==> config.mk <==
export PLATFORM = sky130hd
export DESIGN_NAME = pulse_train_tx_flat
export DESIGN_NICKNAME = d
export VERILOG_FILES = /design/src/rtl/pulse_train_tx_if.sv /design/src/rtl/pulse_train_tx.sv /design/src/flat_wrapper.sv
export SDC_FILE = /design/constraint.sdc
export NUM_CORES = 1
export LEC_CHECK = 0
export CORE_MARGIN = 1.5
export CORE_UTILIZATION = 52
export DETAILED_ROUTE_END_ITERATION = 7
export GPL_TIMING_DRIVEN = 0
export PLACE_DENSITY_LB_ADDON = 0.25
export SLEW_MARGIN = 20
export SYNTH_ARGS = -nofsm -noshare
export SYNTH_HDL_FRONTEND = slang
export SYNTH_SLANG_ARGS = --single-unit
==> constraint.sdc <==
create_clock -name clk -period 2.05 [get_ports clk]
set_input_delay 0.3075 -clock clk [delete_from_list [all_inputs] [get_ports clk]]
set_output_delay 0.3075 -clock clk [all_outputs]
set_load 0.05 [all_outputs]
==> src/rtl/pulse_train_tx_if.sv <==
// Handshake bundle for pulse_train_tx: the sequencer drives clock-enable, start and
// count, and the transmitter returns the line level and status.
interface pulse_train_tx_if #(
  parameter int COUNT_W = 4
);
  logic               CE;
  logic               start;
  logic [COUNT_W-1:0] num_pulses;
  logic               data_out;
  logic               busy;
  logic               done;

  modport master (
    output CE,
    output start,
    output num_pulses,
    input  data_out,
    input  busy,
    input  done
  );

  modport slave (
    input  CE,
    input  start,
    input  num_pulses,
    output data_out,
    output busy,
    output done
  );
endinterface

==> src/rtl/pulse_train_tx.sv <==
// Emits N square pulses whose high and low phases each last HOLD_TICKS CE ticks,
// so a far-end inertial filter with a shorter consecutive-sample window passes every edge.
module pulse_train_tx #(
  parameter int HOLD_TICKS = 12,
  parameter int COUNT_W    = 4
) (
  input  logic            clk,
  input  logic            synch_reset,
  pulse_train_tx_if.slave bus
);

  localparam int                TICK_W    = $clog2(HOLD_TICKS);
  localparam logic [TICK_W-1:0] TICK_LAST = TICK_W'(HOLD_TICKS - 1);

  // IDLE: line low, waiting for start | HIGH: high phase | LOW: low phase, incl. trailing one
  localparam logic [1:0] ST_IDLE = 2'b00;
  localparam logic [1:0] ST_HIGH = 2'b01;
  localparam logic [1:0] ST_LOW  = 2'b10;

  logic [1:0]         state_q,     state_d;
  logic [TICK_W-1:0]  tick_q,      tick_d;
  logic [COUNT_W-1:0] remaining_q, remaining_d;
  logic               data_q,      data_d;
  logic               busy_q,      busy_d;
  logic               done_q,      done_d;

  always_comb begin
    state_d     = state_q;
    tick_d      = tick_q;
    remaining_d = remaining_q;
    data_d      = data_q;
    busy_d      = busy_q;
    done_d      = done_q;

    if (bus.CE) begin
      done_d = 1'b0;
      case (state_q)
        ST_IDLE: begin
          if (bus.start) begin
            if (bus.num_pulses != '0) begin
              remaining_d = bus.num_pulses;
              tick_d      = '0;
              data_d      = 1'b1;
              busy_d      = 1'b1;
              state_d     = ST_HIGH;
            end else begin
              done_d = 1'b1;
            end
          end
        end

        ST_HIGH: begin
          if (tick_q == TICK_LAST) begin
            tick_d  = '0;
            data_d  = 1'b0;
            state_d = ST_LOW;
          end else begin
            tick_d = tick_q + 1'b1;
          end
        end

        ST_LOW: begin
          if (tick_q == TICK_LAST) begin
            tick_d = '0;
            // remaining <= 1 also closes out a corrupted zero count instead of wrapping
            if (remaining_q <= COUNT_W'(1)) begin
              remaining_d = '0;
              busy_d      = 1'b0;
              done_d      = 1'b1;
              state_d     = ST_IDLE;
            end else begin
              remaining_d = remaining_q - 1'b1;
              data_d      = 1'b1;
              state_d     = ST_HIGH;
            end
          end else begin
            tick_d = tick_q + 1'b1;
          end
        end

        default: begin
          state_d     = ST_IDLE;
          tick_d      = '0;
          remaining_d = '0;
          data_d      = 1'b0;
          busy_d      = 1'b0;
          done_d      = 1'b0;
        end
      endcase
    end
  end

  always_ff @(posedge clk) begin
    if (synch_reset) begin
      state_q     <= ST_IDLE;
      tick_q      <= '0;
      remaining_q <= '0;
      data_q      <= 1'b0;
      busy_q      <= 1'b0;
      done_q      <= 1'b0;
    end else begin
      state_q     <= state_d;
      tick_q      <= tick_d;
      remaining_q <= remaining_d;
      data_q      <= data_d;
      busy_q      <= busy_d;
      done_q      <= done_d;
    end
  end

  assign bus.data_out = data_q;
  assign bus.busy     = busy_q;
  assign bus.done     = done_q;

endmodule

==> src/flat_wrapper.sv <==
// flat-port wrapper written by rule: the top's interface ports become plain ports
module pulse_train_tx_flat 
#(
  parameter int HOLD_TICKS = 12,
  parameter int COUNT_W    = 4
)
  (clk, synch_reset, bus_CE, bus_start, bus_num_pulses, bus_data_out, bus_busy, bus_done);
  pulse_train_tx_if #(.COUNT_W(COUNT_W)) bus_i ();
  input  logic clk;
  input  logic synch_reset;
  input wire logic [$bits(bus_i.CE)-1:0] bus_CE;
  input wire logic [$bits(bus_i.start)-1:0] bus_start;
  input wire logic [$bits(bus_i.num_pulses)-1:0] bus_num_pulses;
  output wire logic [$bits(bus_i.data_out)-1:0] bus_data_out;
  output wire logic [$bits(bus_i.busy)-1:0] bus_busy;
  output wire logic [$bits(bus_i.done)-1:0] bus_done;
  assign bus_i.CE = bus_CE;
  assign bus_i.start = bus_start;
  assign bus_i.num_pulses = bus_num_pulses;
  assign bus_data_out = bus_i.data_out;
  assign bus_busy = bus_i.busy;
  assign bus_done = bus_i.done;
  pulse_train_tx #(.HOLD_TICKS(HOLD_TICKS), .COUNT_W(COUNT_W)) u_core (.clk(clk), .synch_reset(synch_reset), .bus(bus_i));
endmodule
==> flow_summary.toml, run 1 <==
[sta]
fin_tns_setup_ns = 0
finalCritPeriodShare_pct = 93.22
slew_headroom_pct = 52.21
final_max_slew_viol_count = 0
hold_violations = 0
period_minus_slack_ns = 1.911
worst_slew_pin_slew_ns = 0.7108
report.final.setup_viol = 0
clock.fmax_mhz = 523.3
finClkSkew_ns = 0.001907
rsz0062_at_grt = "false"

[global_route]
grt_pass1_wl_mm = 3.015
antenna_found_initial = 0
grt_pass1_vias = 690
grtUsageTotal_pct = 21.86
overflow = 0
grt_max_degree = 11

[drt]
vias_per_cell = 6.032
drc_errors = 0
vias = 754
routed_wl_mm = 1.791
dr.pass1.iters = 4
drtIter0Drc = 13
wl_per_cell_microns = 14.33
drtAntennaViolNets = 0

[power_and_ir_drop]
power.total_w = 0.0007702
p_int_w = 0.0004860
p_clk_share_pct = 21.0
peakVddDrop_mv = 0.4065
combPwrFrac_pct = 39.6
share_seq_of_total_power_pct = 39.3
p_leak_nw = 0.4398
p_per_area_nw_per_um2 = 768.5
p_sw_w = 0.0002842
p_sw_share_pct = 36.90

[run_status]
status = "finished, final reports clean"

[critical_path]
setup.worst_path.end_class = "register"
cp.arrival_ns = 2.08
worstSetupPathType = "register to register"
cp_data_required_time_ns = 2.22
worstPathMaxFanout = 10
crit_path_start_kind = "register"

[logic_synthesis]
synthesis.nets = 107
yosys_register_bits = 13
syn_area_per_cell_sq_um = 9.058
synth_cells = 92
ys_types = 36
synth_flop_cell = "dfxtp_1"
async_reset_ff_share_pct = 0
yosysSeqAreaShare_pct = 31.23
yosysWarnings = 0
synth_area_sq_um = 833.3
synth_enable_flop_cells = 0

[floorplanning]
coreArea_sq_um = 1506
pin_count = 11
die_w_microns = 43.03
rows = 14
fp.dieH_microns = 43.03
dieArea_sq_um = 1852
initial_core_util_pct = 55.32

[layout]
fillers = 123
layout-drive-gt1-share_pct = 17.43
final_nets = 125
syn2layout_area_growth_pct = 20.27
finish.instance_area_sq_um = 1002
diodes = 0
instances_no_fill = 125

[clock_tree]
ctsLongestPathBuffers = 2
h-tree-depth = 1
cts.sinks = 13
cts_buffers = 3
post_cts_resized = 0
root_buffer = "clkbuf_4"
cts_tree = "built"
clk_latency_ns = 0.28
clk_pin_slew_ns = 0.08

[placed_design]
dp_hpwl_mm = 1.326
gp_congestion = 0.8940
port_buffers = 10
dp.cells = 118
placed_cell_area_sq_um = 953.4

[flow_run]
cap_violations = 0

[min_path]
hold_class = "register to register"
## flip-flops by register name, summed over array words and instances, names as in the netlist
| signal | cells |
|---|---|
| u_core.state_q | 2 |
| u_core.bus.data_out | 1 |
| u_core.bus.busy | 1 |
| u_core.remaining_q | 4 |
| u_core.tick_q | 4 |
| u_core.bus.done | 1 |
## layout by cell type (no fill, tap or decap), types with 2 or more instances in the layout
cell,netlist,layout
o21ai_0,6,6
nor3_1,2,2
clkbuf_1,1,2
inv_1,6,6
a21oi_1,6,6
nand4b_1,2,2
a22o_2,3,3
o21a_1,2,2
nor2_1,5,5
ha_1,7,7
nor3b_1,2,2
clkbuf_4,0,3
nor2b_1,2,2
nand2b_1,2,2
nand2_1,7,7
buf_4,0,3
clkdlybuf4s50_1,0,10
dfxtp_1,13,13
nand3_1,6,6
## worst max-delay path: stages, from the launching register on
cell and delay [ns]:
dfxtp_1 0.38, inv_1 0.09, ha_1 0.21, buf_2 0.20, a211oi_4 0.38, a21oi_2 0.17, a221o_1 0.37
## synthesized netlist by cell type (all sizes together), types with 2 or more instances
master | instances | area (sq um)
dfxtp | 13 | 260.3
ha | 7 | 87.58
a22o | 3 | 30.03
nor3 | 2 | 10.01
nand3 | 6 | 30.03
o21a | 2 | 15.01
nor2b | 2 | 12.51
nor2 | 5 | 18.77
nor3b | 2 | 15.01
and3 | 2 | 13.77
nand4b | 2 | 17.52
o21ai | 6 | 30.03
a211oi | 2 | 27.53
inv | 6 | 22.52
nand2b | 2 | 12.51
nand2 | 7 | 26.28
a2111oi | 2 | 23.77
a21oi | 7 | 38.79
## power groups by stage
stage | clock network (W) | registers (W) | logic (W)
floorplan | 0 | 0.000332 | 0.000188
global placement | 0 | 0.000306 | 0.000285
detailed placement | 0 | 0.000309 | 0.000293
CTS | 0.000164 | 0.000303 | 0.000294
global route | 0.000177 | 0.000307 | 0.000336
finish | 0.000162 | 0.000303 | 0.000305
## layout make-up
cell class	instances	area [sq um]	area share, %
multi-input cells	71	541.8	54.06
well taps	16	20.02	1.998
inverters	6	22.52	2.247
plain buffers	2	8.758	0.8739
repair buffers	13	122.6	12.23
clock buffers	4	26.28	2.622
flip-flops and latches	13	260.3	25.97
## cells by family (layout without fill, tap and decap cells)
logic type	Yosys count	in the layout	share of synthesized area (%)
AND/OR/NAND/NOR	34	34	25.98
AO/OA/AOI/OAI	28	28	26.28
flip-flops	13	13	31.23
buffers and inverters	8	25	3.753
adder cells (fa/ha/maj)	7	7	10.51
XOR/XNOR	1	1	1.051
multiplexers	1	1	1.201
## worst paths after layout
| check | startpoint | end | slack [ns] | cells past startpoint |
|---|---|---|---|---|
| hold / removal | u_core.tick_q[1] | u_core.tick_q[1] | 0.49 | 2 |
| hold reg to reg | u_core.tick_q[1] | u_core.tick_q[1] | 0.49 | 2 |
| setup / recovery | u_core.state_q[0] | u_core.remaining_q[2] | 0.14 | 6 |
| setup reg to reg | u_core.state_q[0] | u_core.remaining_q[2] | 0.14 | 6 |
## metrics by stage
step	util, %	hold WS [ns]	setup slack [ns]
final	66.53	0.4905	0.1390
after CTS	65.03	0.4886	0.03723
after floorplan	-	0.4492	0.3348
after global routing	66.53	0.5266	0.04721
after detailed placement	63.29	0.4770	-0.03535
after global placement	63.29	0.4634	0.007363
## layer usage
metal	GRT usage (%)	part of all wire [%]
met1	28.76	48
met2	34.24	45
met3	5.106	4.7
met4	9.091	2.1
met5	0	0
## repair_timing
item | 4_1_cts | 5_1_grt
hold buffers | 0 | 0
setup buffers | 0 | 3
endpoints found under the setup margin | 0 | 1
(Power assumes the default switching activity.)
==> inputs of run 2 (changes only) <==
CORE_MARGIN = 4   (was 1.5)
MAX_ROUTING_LAYER = met4   (was unset)
PLACE_DENSITY = 0.76   (was unset)
PLACE_DENSITY_LB_ADDON = unset   (was 0.25)
==> flow_summary.toml, run 2 (synthesized netlist as in run 1, its figures left out) <==
[run_status]
status = "finished, final reports clean"

[layout]
finish.instance_area_sq_um = 994.7
fillers = 131
diodes = 0
largestRegisters = "u_core.remaining_q: 4 flops, u_core.tick_q: 4 flops, u_core.state_q: 2 flops"
layout-drive-gt1-share_pct = 16.67
syn2layout_area_growth_pct = 19.37
layout_common_cells = "dfxtp_1 (13), clkdlybuf4s50_1 (10), nand2_1 (7), ha_1 (7)"
final_nets = 124
final_common_cell = "dfxtp_1"
instances_no_fill = 124

[clock_tree]
ctsLongestPathBuffers = 2
post_cts_resized = 0
cts_buffers = 3
cts.sinks = 13
cts_setup_buffers = 0
clk_pin_slew_ns = 0.09
clk_latency_ns = 0.27
hold_buffers = 0
cts_tree = "built"
h-tree-depth = 1
root_buffer = "clkbuf_4"

[global_route]
antenna_found_initial = 0
grt_pass1_wl_mm = 2.822
grt_pass1_vias = 626
grtUsageTotal_pct = 17.93
overflow = 0
grt_max_degree = 11

[floorplanning]
dieArea_sq_um = 2307
initial_core_util_pct = 55.32
die_w_microns = 48.03
coreArea_sq_um = 1506
fp.dieH_microns = 48.03
pin_count = 11
rows = 14

[drt]
wl_per_cell_microns = 13.60
drtIter0Drc = 15
drtAntennaViolNets = 0
dr.pass1.iters = 4
vias_per_cell = 5.742
vias = 712
routed_wl_mm = 1.687
drc_errors = 0

[sta]
slew_headroom_pct = 56.30
worst_slew_pin_slew_ns = 0.6499
period_minus_slack_ns = 1.862
final_max_slew_viol_count = 0
report.final.setup_viol = 0
finalCritPeriodShare_pct = 90.81
clock.fmax_mhz = 537.1
finClkSkew_ns = 0.001154
hold_violations = 0
rsz0062_at_grt = "false"

[placed_design]
gp_congestion = 0.8187
dp_hpwl_mm = 1.253
dp.cells = 118
port_buffers = 10
placed_cell_area_sq_um = 953.4

[critical_path]
worstPathMaxFanout = 10
worstSetupPathType = "register to register"
crit_path_start_kind = "register"
cp_data_required_time_ns = 2.22
crit_start = "u_core.state_q[0]"
cp.arrival_ns = 2.03
setup.worst_path.end_class = "register"
r2r_start = "u_core.state_q[0]"

[flow_run]
cap_violations = 0

[power_and_ir_drop]
p_per_area_nw_per_um2 = 770.0
p_leak_nw = 0.4347
peakVddDrop_mv = 0.5428

[min_path]
min_from = "u_core.tick_q[1]"
hold_class = "register to register"
## run 2: worst paths after layout
path / to / slack (ns) / cells past startpoint
worst max-delay path: u_core.remaining_q[2] / 0.19 / 7
worst max register to register: u_core.remaining_q[2] / 0.19 / 7
worst min-delay path: u_core.tick_q[1] / 0.49 / 2
worst min register to register: u_core.tick_q[1] / 0.49 / 2
## run 2: per-layer routing
layer / vias up / track usage [%] / wire (microns)
met3: 2 / 4.511 / 67
met1: 329 / 25.00 / 897
met5: - / - / 0
met4: 0 / 4.839 / 13
met2: 11 / 25.33 / 708
li1: 370 / - / -
## run 2: worst max-delay path, stage by stage, from the launching register on
cell	delay (ns)
dfxtp_1	0.36
inv_1	0.08
ha_1	0.21
buf_2	0.19
a211oi_4	0.24
buf_4	0.19
a21oi_2	0.11
a221o_1	0.37
## run 2: cell type report
type | instances | area, sq um | area share (%)
Timing Repair Buffer | 12 | 115.1 | 11.57
Clock buffer | 4 | 26.28 | 2.642
Buffer | 2 | 8.758 | 0.8805
Tap cell | 16 | 20.02 | 2.013
Inverter | 6 | 22.52 | 2.264
Sequential cell | 13 | 260.3 | 26.16
Multi-Input combinational cell | 71 | 541.8 | 54.47
## run 2: per-stage QoR
stage | setup slack, ns | util (%) | setup TNS [ns] | hold WS [ns] | power (W)
global placement | -0.005989 | 63.29 | -0.005989 | 0.4670 | 0.0005912
detailed placement | -0.02353 | 63.29 | -0.02353 | 0.4726 | 0.0005991
CTS | 0.07424 | 65.03 | 0 | 0.4847 | 0.0007607
finish | 0.1883 | 66.03 | 0 | 0.4868 | 0.0007660
global route | 0.05782 | 66.03 | 0 | 0.5082 | 0.0008175
floorplan | 0.3348 | - | 0 | 0.4492 | 0.0005205
## run 2: report_power, final
part	switching [W]	internal, W	total (W)
Sequential	0.0000219	0.000279	0.000301
Combinational	0.000172	0.000129	0.000301
Clock	0.0000889	0.0000754	0.000164
Total	0.000282	0.000484	0.000766
